==> config.mk <==
export PLATFORM = sky130hd
export DESIGN_NAME = ks_addsub_pipe
export DESIGN_NICKNAME = d
export VERILOG_FILES = /design/src/rtl/ks_pkg.sv /design/src/rtl/ks_prefix_level.sv /design/src/rtl/ks_addsub_pipe.sv
export SDC_FILE = /design/constraint.sdc
export NUM_CORES = 1
export LEC_CHECK = 0
export CELL_PAD_IN_SITES_DETAIL_PLACEMENT = 0
export CELL_PAD_IN_SITES_GLOBAL_PLACEMENT = 1
export CORE_UTILIZATION = 44
export DETAILED_ROUTE_END_ITERATION = 12
export PLACE_DENSITY_LB_ADDON = 0.1
export REMOVE_ABC_BUFFERS = 1
export SYNTH_ARGS = -nofsm -noshare
export SYNTH_HDL_FRONTEND = slang
export SYNTH_SLANG_ARGS = --single-unit
==> constraint.sdc <==
create_clock -name i_clk -period 5.04 [get_ports i_clk]
set_input_delay 1.008 -clock i_clk [delete_from_list [all_inputs] [get_ports i_clk]]
set_output_delay 1.008 -clock i_clk [all_outputs]
set_load 0.02 [all_outputs]
==> src/rtl/ks_pkg.sv <==
// ks_pkg: shared Kogge-Stone constants and helpers
package ks_pkg;
  localparam int S1_LEVELS = 2;
  function automatic int ks_levels(input int width);
    return $clog2(width);
  endfunction
endpackage

==> src/rtl/ks_prefix_level.sv <==
// ks_prefix_level: one combinational Kogge-Stone level spanning DIST bits
module ks_prefix_level #(
  parameter int WIDTH = 16,
  parameter int DIST  = 1
) (
  input  logic [WIDTH-1:0] g,
  input  logic [WIDTH-1:0] p,
  output logic [WIDTH-1:0] g_next,
  output logic [WIDTH-1:0] p_next
);
  for (genvar i = 0; i < WIDTH; i++) begin : g_bit
    if (i < DIST) begin : g_pass
      assign g_next[i] = g[i];
      assign p_next[i] = p[i];
    end else if (i < 2 * DIST) begin : g_grey
      assign g_next[i] = g[i] | (p[i] & g[i-DIST]);
      assign p_next[i] = p[i];
    end else begin : g_black
      assign g_next[i] = g[i] | (p[i] & g[i-DIST]);
      assign p_next[i] = p[i] & p[i-DIST];
    end
  end
endmodule

==> src/rtl/ks_addsub_pipe.sv <==
// ks_addsub_pipe: three-stage handshaked Kogge-Stone adder/subtractor with flags
module ks_addsub_pipe
  import ks_pkg::*;
#(
  parameter int WIDTH = 16,
  parameter int TAG_W = 4
) (
  input  logic             i_clk,
  input  logic             i_rst,
  input  logic             i_valid,
  output logic             o_ready,
  input  logic             i_sub,
  input  logic             i_cin,
  input  logic [WIDTH-1:0] i_a,
  input  logic [WIDTH-1:0] i_b,
  input  logic [TAG_W-1:0] i_tag,
  output logic             o_valid,
  input  logic             i_ready,
  output logic [WIDTH-1:0] o_sum,
  output logic             o_cout,
  output logic             o_borrow,
  output logic             o_ovf,
  output logic             o_zero,
  output logic             o_neg,
  output logic [TAG_W-1:0] o_tag
);
  localparam int LEVELS = ks_levels(WIDTH);
  typedef struct packed {
    logic [WIDTH-1:0] g;
    logic [WIDTH-1:0] p;
    logic [WIDTH-1:0] p_save;
    logic             c0;
    logic             sub;
    logic [TAG_W-1:0] tag;
  } ks_gp_t;
  typedef struct packed {
    logic [WIDTH:0]   c;
    logic [WIDTH-1:0] p_save;
    logic             sub;
    logic [TAG_W-1:0] tag;
  } ks_carry_t;
  if (WIDTH != 8 && WIDTH != 16 && WIDTH != 32) begin : g_bad_width
    $error("ks_addsub_pipe: WIDTH must be 8, 16 or 32, got %0d", WIDTH);
  end
  logic             v1, v2, adv1, adv2, adv3, c0;
  logic [WIDTH-1:0] b_x, p0, g0, sum_d;
  logic [WIDTH-1:0] gn [0:LEVELS];
  logic [WIDTH-1:0] pn [0:LEVELS];
  logic             unused_p;
  ks_gp_t           s1;
  ks_carry_t        s2;
  assign b_x   = i_b ^ {WIDTH{i_sub}};
  assign c0    = i_sub | i_cin;
  assign p0    = i_a ^ b_x;
  assign g0    = i_a & b_x;
  assign gn[0] = {g0[WIDTH-1:1], g0[0] | (p0[0] & c0)};
  assign pn[0] = p0;
  for (genvar l = 0; l < LEVELS; l++) begin : g_lvl
    if (l == S1_LEVELS) begin : g_from_s1
      ks_prefix_level #(.WIDTH(WIDTH), .DIST(1 << l)) u_level (
        .g(s1.g), .p(s1.p), .g_next(gn[l+1]), .p_next(pn[l+1])
      );
    end else begin : g_chain
      ks_prefix_level #(.WIDTH(WIDTH), .DIST(1 << l)) u_level (
        .g(gn[l]), .p(pn[l]), .g_next(gn[l+1]), .p_next(pn[l+1])
      );
    end
  end
  assign unused_p = ^pn[LEVELS];
  assign adv3     = ~o_valid | i_ready;
  assign adv2     = ~v2 | adv3;
  assign adv1     = ~v1 | adv2;
  assign o_ready  = adv1;
  assign sum_d    = s2.p_save ^ s2.c[WIDTH-1:0];
  // stage valids: each stage takes its upstream valid whenever it may advance
  always_ff @(posedge i_clk) begin
    if (i_rst) begin
      v1      <= 1'b0;
      v2      <= 1'b0;
      o_valid <= 1'b0;
    end else begin
      if (adv1) v1 <= i_valid;
      if (adv2) v2 <= v1;
      if (adv3) o_valid <= v2;
    end
  end
  // S1/S2 data: only real operations are captured, so bubbles never disturb held data
  always_ff @(posedge i_clk) begin
    if (adv1 && i_valid) s1 <= '{g: gn[S1_LEVELS], p: pn[S1_LEVELS], p_save: p0, c0: c0, sub: i_sub, tag: i_tag};
    if (adv2 && v1) s2 <= '{c: {gn[LEVELS], s1.c0}, p_save: s1.p_save, sub: s1.sub, tag: s1.tag};
  end
  // S3: sum and flags, cleared on reset and updated only from a valid S2
  always_ff @(posedge i_clk) begin
    if (i_rst) begin
      o_sum    <= '0;
      o_cout   <= 1'b0;
      o_borrow <= 1'b0;
      o_ovf    <= 1'b0;
      o_zero   <= 1'b0;
      o_neg    <= 1'b0;
      o_tag    <= '0;
    end else if (adv3 && v2) begin
      o_sum    <= sum_d;
      o_cout   <= s2.c[WIDTH];
      o_borrow <= s2.sub & ~s2.c[WIDTH];
      o_ovf    <= s2.c[WIDTH] ^ s2.c[WIDTH-1];
      o_zero   <= sum_d == '0;
      o_neg    <= sum_d[WIDTH-1];
      o_tag    <= s2.tag;
    end
  end
endmodule

======== Word-level counts from Yosys, hierarchy flattened ========
Cells that the tools add are included.
storage, ports and cells
  logic and storage cells ................. 172
  output and inout bits ................... 27
  register bits after elaboration ......... 120
operators by class
  bitwise operators ....................... 148
  reduce and logical (&&, ||, !) cells .... 4
operators with widths
  operator            number
  bitwise AND 1 bit   85
  OR 1 bit            54
  bitwise XOR 16 bit  3
  bitwise AND 16 bit  1
  zero test 16 bit    1
  NOT 1 bit           4
  logical AND 1 bit   3
  bitwise XOR 1 bit   1

======== Logic depth before layout (Yosys ltp) ========
Gate-level depths: netlist of run 1.
  depth in word-level cells ............... 8
  gate-level depth with buffers ........... 8
  mapped depth without buffers ............ 6

======== Cells and area by module ========
From an unflattened synthesis of run 1, not the netlist that was laid out.
second synthesis, totals
  cell total of the unflattened synthesis .. 382
  area total of the unflattened synthesis .. 5293.8 um^2
by module, submodules not included
  module                                         instances  area each (um^2)  cells an instance  seq. area each (um^2)
  ks_addsub_pipe                                 1          4364.2            254                3303.2
  ks_prefix_level at g_lvl[3].g_chain.u_level    1          240.2             32                 0.0
  ks_prefix_level at g_lvl[2].g_from_s1.u_level  1          237.7             32                 0.0
  ks_prefix_level at g_lvl[1].g_chain.u_level    1          227.7             32                 0.0
  ks_prefix_level at g_lvl[0].g_chain.u_level    1          224.0             32                 0.0

======== Worst setup path after synthesis of run 1 ========
No wires, ideal clock.
  kind .................................... input port to flip-flop
  start ................................... in i_ready
  end ..................................... reg s2[0] (netlist name), enable pin
  path slack .............................. 691 ps
  stages on the path ...................... 2
  arrival ................................. 3857 ps
  library setup time ...................... 492 ps
  cell sequence ........................... nor2b_4 -> a21boi_0
on the way
  longest elaborated chain between the ends .. 3
ends and longest elaborated chain
  item                    RTL line              source
  start: declaration      ks_addsub_pipe.sv:18  input logic i_ready,
  OR 1 bit                ks_addsub_pipe.sv:70  assign adv3 = ~o_valid | i_ready;
  OR 1 bit                ks_addsub_pipe.sv:71  assign adv2 = ~v2 | adv3;
  logical AND 1 bit       ks_addsub_pipe.sv:90  if (adv2 && v1) s2 <= '{c: {gn[LEVELS], s1.c0}, p_save: s1.p_save, sub: s1.sub, tag: s1.tag};
  end signal: assignment  ks_addsub_pipe.sv:90
  end: declaration        ks_addsub_pipe.sv:51  ks_carry_t s2;
Every way passes these cells.
A chain may end at the register's enable or synchronous reset.

======== Final worst setup path of run 1 ========
  start ................................... in i_ready
  end ..................................... out o_ready
on the way
  longest elaborated chain between the ends .. 3
ends and longest elaborated chain
  item              RTL line              source
  OR 1 bit          ks_addsub_pipe.sv:70
  OR 1 bit          ks_addsub_pipe.sv:71
  OR 1 bit          ks_addsub_pipe.sv:72  assign adv1 = ~v1 | adv2;
  end: declaration  ks_addsub_pipe.sv:11  output logic o_ready,
Every way passes these cells.

==> results of run 1 <==
area by class of cell:
type,instances,area share [%]
Clock buffer,17,6.96
Timing Repair Buffer,72,12.0
Sequential cell,115,53.5
Tap cell,133,2.80
Multi-Input combinational cell,196,21.9
Clock inverter,15,2.63
Inverter,4,0.252
logic make-up (layout without fill, tap and decap cells):
kind of cell | count (synthesis) | after routing | synth area share [%]
and+or+nand+nor | 79 | 79 | 7.68
adders and majority gates | 16 | 16 | 4.41
DFF | 115 | 115 | 70.1
xor gates and xnor gates | 33 | 33 | 6.36
buffers and inverters | 15 | 108 | 1.93
AOI/OAI and AO/OA | 68 | 68 | 9.56
metal layers:
layer | vias to the layer above | GRT usage, % | wire length [microns]
met5 | - | 0 | 0
met4 | 0 | 6.31 | 99
met3 | 10 | 4.66 | 310
met2 | 70 | 22.9 | 3330
met1 | 1203 | 20.1 | 3730
li1 | 1354 | - | -
cell usage in the layout, fill, tap and decap left out, drive strengths merged, types with 3 or more instances in the layout:
| cell type | Yosys | routed |
|---|---|---|
| edfxtp | 88 | 88 |
| clkdlybuf4s50 | 0 | 68 |
| nor2 | 33 | 33 |
| nand2 | 27 | 27 |
| dfxtp | 27 | 27 |
| a21oi | 21 | 21 |
| xor2 | 17 | 17 |
| clkbuf | 3 | 17 |
| xnor2 | 16 | 16 |
| a211oi | 16 | 16 |
| ha | 16 | 16 |
| a21o | 15 | 15 |
| o21ai | 11 | 11 |
| inv | 4 | 8 |
| clkinv | 0 | 8 |
| buf | 8 | 4 |
| nor2b | 4 | 4 |
| nand3 | 3 | 3 |
| nand2b | 3 | 3 |
| nor3 | 3 | 3 |
| nand4 | 3 | 3 |
per-stage QoR:
step	utilization, %	setup WS [ps]	hold slack [ps]	std cells	instance area [sq um]
after floorplan	-	691	400	315	4470
after global placement	54.3	1600	401	520	5380
after global routing	60.0	1560	422	552	5950
after CTS	60.0	1620	415	552	5950
final	60.0	1640	414	552	5950
after detailed placement	54.3	1540	405	520	5380
state kept, by name, summed over array words and instances (netlist names):
register,cells
o_tag,4
v1,1
s1,50
o_borrow,1
o_sum,16
o_cout,1
o_ovf,1
o_zero,1
o_valid,1
v2,1
s2,38
final timing paths:
kind	endpoint	slack, ps	cells after the start
worst min register to register	s2[1]$_DFFE_PP_	410	0
worst max-delay path	o_ready	1640	4
worst min-delay path	s2[1]$_DFFE_PP_	410	0
worst max register to register	o_zero$_SDFFE_PP0P_	3160	4
worst max-delay path, delay by kind of cell:
family	cells	cell delay, ps
buf+inv	2	1000
simple gates	2	380
power groups by stage:
stage	Clock [mW]	Combinational, mW	Sequential [mW]
global route	1.19	0.276	1.16
global placement	0	0.249	1.17
floorplan	0	0.135	1.18
finish	1.12	0.249	1.15
detailed placement	0	0.251	1.17
CTS	1.14	0.252	1.15
==> impl_metrics.toml, run 1 <==
[pwr]
power_density_mw_per_mm2 = 424
p_leak_nw = 2.15
power_mw = 2.52
sw_frac_of_total_pct = 22.9
power.switching_uw = 577
clkPwrFrac_pct = 44.4
ir_drop_v = 0.000201
p_seq_share_pct = 45.7
internal_power_mw = 1.94
pwr-share-comb_pct = 9.9

[logic_synthesis]
ys_ff_latch = 115
syn_area_per_cell_sq_um = 13.9
synthTopCellsByArea = "edfxtp_1 58%, dfxtp_1 12%, ha_1 4.4%"
synthArstFlopShare_pct = 0
yosys.cell_types.count = 31
synth_area_sq_mm = 0.00454
synth-main-ff-cell = "edfxtp_1"
ys_seq_area_share_pct = 70.1
netlist.area_leader.share_pct = 58.2
synth_enable_flop_cells = 88
syn_inst = 326
synth_area_leader_cell = "edfxtp_1"
ys_warn_count = 0
post-synth-top-count-cell = "edfxtp_1"
synth_common_cells = "88 x edfxtp_1, 33 x nor2_1, 27 x dfxtp_1, 27 x nand2_1, 20 x a21oi_1"

[route]
dr.pass1.iters = 4
drc = 0
ant_nets = 0
post_drt_wl_per_cell_microns = 13.5
routed_wl_mm = 7.47
drt_iter0_drc = 116
vias = 2637
viasPerCell = 4.78

[floorplan]
core_sq_mm = 0.00991
dieArea_sq_mm = 0.0107
start_util_pct = 45.8
die_h_microns = 104
io_pins = 69
fp-row-count = 36
die_w_microns = 104

[place]
hpwl_mm = 5.29
portBuffers = 68
place.gp.congestion = 0.754

[sta]
period_minus_slack_ps = 3400
setup-tns-final_ps = 0
rsz0062_at_grt = "false"
clock_skew_ps = 8.82
finalHoldViolations = 0
worst_slew_pin_slew_ps = 1020
relSlewSlack_pct = 31.8
fmax_mhz = 294
finalSetupViolations = 0
finalMaxSlewViolations = 0
period_share_pct = 67.5

[worst_setup_path]
crit_fanout = 7
cp_slowest_cell = "clkdlybuf4s50_1"
required_ps = 4030
startpoint = "i_ready"
cpPeakStageDelay_ps = 560
cp_data_arrival_time_ps = 2390
end_kind = "primary output"
crit_type = "input pin to primary output"
r2r_start = "v2$_SDFFE_PP0P_"
crit_chain = "clkdlybuf4s50_1, nor2b_4, nand3_1, clkdlybuf4s50_1"
path_common_cell = "clkdlybuf4s50_1"
startpoint_type = "input pin"

[outcome]
outcome = "finished, final reports clean"

[cts]
cts.clk_slew.worst_paths_ps = 60
worstSkewPairLatency_ps = 500
cts-resized-gates = 0
cts_tree = "built"
post_cts_buffers = 0
cts_buffer_depth = 2
clock-root-buffer = "clkbuf_8"
h-tree-depth = 4
cts_inserted_buffers = 17
cts_num_sinks = 115
postCtsHoldBufs = 0

[finish]
diodes = 0
ff_latch_area_sq_mm = 0.00318
multi_input_area_sq_mm = 0.00130
fill_cells = 808
drive_gt1_share_pct = 10.0
nNetsFinal = 464
syn_to_final_growth_pct = 30.9

[grt]
grt_max_degree = 36
grt_usage_pct = 15.1
grt_pass1_vias = 2582
overflow = 0
grt_first_pass_wirelength_mm = 12.4
grt_antenna_before_repair = 0

[flow_run]
cap_violations = 0

[worst_hold_path]
min_from = "s1[1]$_DFFE_PP_"
worstHoldPathType = "flip-flop to flip-flop"
No activity file was read; power rests on OpenSTA's default activity.
==> run 2, diff against run 1 <==
==> constraint.sdc (replaced) <==
create_clock -name i_clk -period 3.4 [get_ports i_clk]
set_input_delay 0.68 -clock i_clk [delete_from_list [all_inputs] [get_ports i_clk]]
set_output_delay 0.68 -clock i_clk [all_outputs]
set_load 0.02 [all_outputs]
==> run 2 against run 1 <==
Compared with the run above: combinational power is 49% higher; clock power is 59% higher; worst setup slack got worse by 1000 ps; wire length grew 2.3%; sequential share of layout area decreased by 0.63 points; critical path depth stayed put; worst hold slack improved by 3.6 ps; die area is the same; clock skew fell by 3.1 ps; core utilization rose by 0.72 points; largest cell class unchanged; largest power group is now the clock network.
==> impl_metrics.toml, run 2 (same netlist as run 1, synthesis figures left out) <==
[cts]
worstSkewPairLatency_ps = 500
h-tree-depth = 4
cts_tree = "built"
postCtsHoldBufs = 0
cts_num_sinks = 115
cts_buffer_depth = 2
cts.clk_slew.worst_paths_ps = 50
post_cts_buffers = 0
cts_inserted_buffers = 17
clock-root-buffer = "clkbuf_8"
cts-resized-gates = 0

[route]
post_drt_wl_per_cell_microns = 13.8
vias = 2611
drc = 0
routed_wl_mm = 7.64
dr.pass1.iters = 4
drt_iter0_drc = 134
ant_nets = 0
viasPerCell = 4.72

[worst_setup_path]
r2r_end = "o_ovf$_SDFFE_PP0P_"
startpoint_type = "input pin"
reg2regPathDepth = 4
end_kind = "primary output"
crit_fanout = 7
r2r_start = "v2$_SDFFE_PP0P_"
r2r_setup_slack_ps = 1700
required_ps = 2720
cp_data_arrival_time_ps = 2100
crit_end = "o_ready"
startpoint = "i_ready"
crit_type = "input pin to primary output"

[sta]
setup_slack_ps = 625
relSlewSlack_pct = 56.6
finalMaxSlewViolations = 0
finalSetupViolations = 0
period_minus_slack_ps = 2780
hold_ws_ps = 417
clock_skew_ps = 5.75
period_share_pct = 81.6
rsz0062_at_grt = "false"
fmax_mhz = 360
worst_slew_pin_slew_ps = 652
finalHoldViolations = 0

[finish]
largest_reg_flops = 50
design_area_sq_mm = 0.00602
final_cell_mix = "88 x edfxtp_1, 68 x clkdlybuf4s50_1, 33 x nor2_1"
fill_cells = 802
syn_to_final_growth_pct = 32.5
diodes = 0
drive_gt1_share_pct = 10.5
fin_cells = 553
nNetsFinal = 466
final_common_cell = "edfxtp_1"
regMostFlops = "s1"
reg_top3 = "s1 (50), s2 (38), o_sum (16)"

[floorplan]
dieArea_sq_mm = 0.0107
start_util_pct = 45.8
die_h_microns = 104
fp-row-count = 36
die_w_microns = 104
io_pins = 69
core_sq_mm = 0.00991

[flow_run]
cap_violations = 0

[pwr]
power_density_mw_per_mm2 = 641
p_leak_nw = 2.19
ir_drop_v = 0.000269

[place]
hpwl_mm = 5.28
place_ws_ps = 629
place_inst = 522
place.gp.congestion = 0.733
portBuffers = 68
dpl_cell_area_sq_mm = 0.00539

[grt]
grt_first_pass_wirelength_mm = 12.5
grt_max_degree = 51
grt_usage_pct = 15.5
overflow = 0
grt_antenna_before_repair = 0
grt_pass1_vias = 2544

[worst_hold_path]
worstHoldPathType = "flip-flop to flip-flop"

[outcome]
outcome = "finished, final reports clean"
## run 2: cell types whose count changed in the layout (fill, tap and decap cells not counted)
| cell | delta |
|---|---|
| buf_4 | +2 |
| bufinv_16 | -1 |
| inv_6 | -4 |
| clkbuf_8 | +4 |
| clkinv_4 | -4 |
| clkinv_1 | -1 |
| clkbuf_16 | +4 |
| clkinv_2 | +1 |
## run 2: stage by stage
step           setup TNS [ps]  utilization, %  total power, mW
5_1_grt                     0            60.7             4.01
3_3_place_gp                0            54.4             2.10
2_1_floorplan          -42160               -             1.94
6_report                    0            60.7             3.86
3_5_place_dp                0            54.4             2.11
4_1_cts                     0            60.7             3.91
## run 2: worst min-delay path by stage
stage	start	endpoint	cells past startpoint
2_1_floorplan	s1[0]$_DFFE_PP_	s2[0]$_DFFE_PP_	0
4_1_cts	s1[23]$_DFFE_PP_	s2[6]$_DFFE_PP_	0
3_3_place_gp	s1[4]$_DFFE_PP_	s2[4]$_DFFE_PP_	0
3_5_place_dp	s1[23]$_DFFE_PP_	s2[6]$_DFFE_PP_	0
5_1_grt	s1[23]$_DFFE_PP_	s2[6]$_DFFE_PP_	0
6_report	s1[23]$_DFFE_PP_	s2[6]$_DFFE_PP_	0
## run 2: power by group
part	total [mW]	switching, mW	leakage (nW)	internal [mW]
combinational	0.372	0.201	0.818	0.171
clock	1.78	0.569	0.312	1.21
sequential	1.71	0.0411	1.06	1.67
## run 2: layout make-up
type / instances / area, sq um / area share [%]
multi-input cells: 196 / 1300 / 21.6
clock buffers: 25 / 569 / 9.46
inverters: 4 / 15.0 / 0.249
clock inverters: 6 / 57.6 / 0.956
flip-flops and latches: 115 / 3180 / 52.9
repair buffers: 74 / 726 / 12.1
well taps: 133 / 166 / 2.77
## run 2: layer usage
layer,global-route usage [%],share of wire (%)
met5,0,0
met1,19.4,47
met4,6.52,0.99
met2,24.6,48
met3,5.03,4.2
## run 2: worst max-delay path, cell delays in order
cell	delay [ps]
clkdlybuf4s50_1	450
nor2b_4	260
nand3_1	140
clkdlybuf4s50_1	560
==> run 3, diff against run 2 <==
==> constraint.sdc (replaced) <==
create_clock -name i_clk -period 2.85 [get_ports i_clk]
set_input_delay 0.57 -clock i_clk [delete_from_list [all_inputs] [get_ports i_clk]]
set_output_delay 0.57 -clock i_clk [all_outputs]
set_load 0.02 [all_outputs]
==> run 3 against run 2 <==
Compared with the run above: critical path type unchanged; critical endpoint unchanged; power is 13% higher; worst setup slack lost 310 ps; sequential power up 19%; via count is 3.0% higher; wire length rose by 1.1%; final cell count increased by 0.18%; register-to-register slack worse by 300 ps; die area stayed put; worst hold slack lost 1.8 ps; combinational power is 20% higher; highest routed layer unchanged.
==> impl_metrics.toml, run 3 (same netlist as run 1, synthesis figures left out) <==
[finish]
ff_latch_area_sq_mm = 0.00318
fill_cells = 806
final_common_cell = "edfxtp_1"
largest_reg_flops = 50
drive_gt1_share_pct = 9.74
nNetsFinal = 466
diodes = 0
multi_input_area_sq_mm = 0.00130
regMostFlops = "s1"
fin_cells = 554
final_cell_mix = "88 x edfxtp_1, 68 x clkdlybuf4s50_1, 33 x nor2_1"
syn_to_final_growth_pct = 31.0
reg_top3 = "s1 (50), s2 (38), o_sum (16)"

[grt]
grt_max_degree = 51
grt.busiest_layer = "met2"
grt_usage_pct = 15.5
use_met1_pct = 20.3
grt_antenna_before_repair = 0
grt_first_pass_wirelength_mm = 12.6
grt_pass1_vias = 2546
overflow = 0
grtUsageMet3_pct = 4.53
gr-usage-met2_pct = 23.7

[route]
dr.pass1.iters = 5
viasPerCell = 4.86
drc = 0
vias = 2690
drt_iter0_drc = 91
post_drt_wl_per_cell_microns = 13.9
routed_wl_mm = 7.73
ant_nets = 0

[sta]
fmax_mhz = 395
finalSetupViolations = 0
finalHoldViolations = 0
rsz0062_at_grt = "false"
finalMaxSlewViolations = 0
worst_slew_pin_slew_ps = 506
period_share_pct = 88.9
period_minus_slack_ps = 2530
relSlewSlack_pct = 66.2
clock_skew_ps = 5.40
setup_slack_ps = 316

[cts]
cts_buffer_depth = 2
cts_tree = "built"
h-tree-depth = 4
cts_inserted_buffers = 17
cts-resized-gates = 0
worstSkewPairLatency_ps = 500
cts.clk_slew.worst_paths_ps = 50
post_cts_buffers = 0
postCtsHoldBufs = 0
cts_num_sinks = 115
clock-root-buffer = "clkbuf_8"

[worst_hold_path]
worstHoldPathType = "flip-flop to flip-flop"
min_from = "s1[19]$_DFFE_PP_"
worstHoldPathCells = 0

[place]
portBuffers = 68
place_inst = 522
place.gp.congestion = 0.741
hpwl_mm = 5.41
place_ws_ps = 319

[worst_setup_path]
required_ps = 2280
crit_type = "input pin to primary output"
startpoint = "i_ready"
cp_data_arrival_time_ps = 1960
startpoint_type = "input pin"
reg2regPathDepth = 4
r2r_start = "v2$_SDFFE_PP0P_"
end_kind = "primary output"
crit_fanout = 7

[floorplan]
die_h_microns = 104
die_w_microns = 104
core_sq_mm = 0.00991
io_pins = 69
start_util_pct = 45.8
fp-row-count = 36
dieArea_sq_mm = 0.0107

[outcome]
outcome = "finished, final reports clean"

[pwr]
ir_drop_v = 0.000368
p_leak_nw = 2.15
power_density_mw_per_mm2 = 734

[flow_run]
cap_violations = 0
[run 3: cell type report]
type                       instances  area share (%)
multi-input combinational        196            21.9
timing repair buffer              74            12.6
tap                              133            2.80
sequential                       115            53.5
clock inverter                    10            1.37
clock buffer                      22            7.63
inverter                           4           0.252
[run 3: worst max-delay path: stages]
cell and delay (ps):
clkdlybuf4s50_1 440, nor2b_4 250, nand3_1 140, clkdlybuf4s50_1 570
[run 3: report_power, final]
group / total, mW / switching, mW / internal [mW]
Sequential: 2.04 / 0.0527 / 1.99
Clock: 1.88 / 0.686 / 1.19
Combinational: 0.447 / 0.239 / 0.208
Total: 4.37 / 0.978 / 3.39
[run 3: path summary, 6_finish.rpt]
check	to	slack, ps
worst max register to register	o_zero$_SDFFE_PP0P_	1400
worst min-delay path	s2[18]$_DFFE_PP_	420
worst min register to register	s2[18]$_DFFE_PP_	420
worst max-delay path	o_ready	320
[run 3: per-stage QoR]
stage                     util (%)  hold WS [ps]  power [mW]  setup TNS, ps  instance area (sq um)
final                         60.1           415        4.37              0                   5950
after global routing          60.1           420        4.54              0                   5950
after CTS                     60.1           417        4.41              0                   5950
after detailed placement      54.7           405        2.53              0                   5420
after global placement        54.7           404        2.51              0                   5420
after floorplan                  -           400        2.32         -80880                   4470
[run 3: layer usage]
| metal | wire length [microns] | vias to the layer above |
|---|---|---|
| met3 | 317 | 12 |
| met4 | 133 | 0 |
| met2 | 3570 | 73 |
| met1 | 3710 | 1252 |
| li1 | - | 1353 |
| met5 | 0 | - |
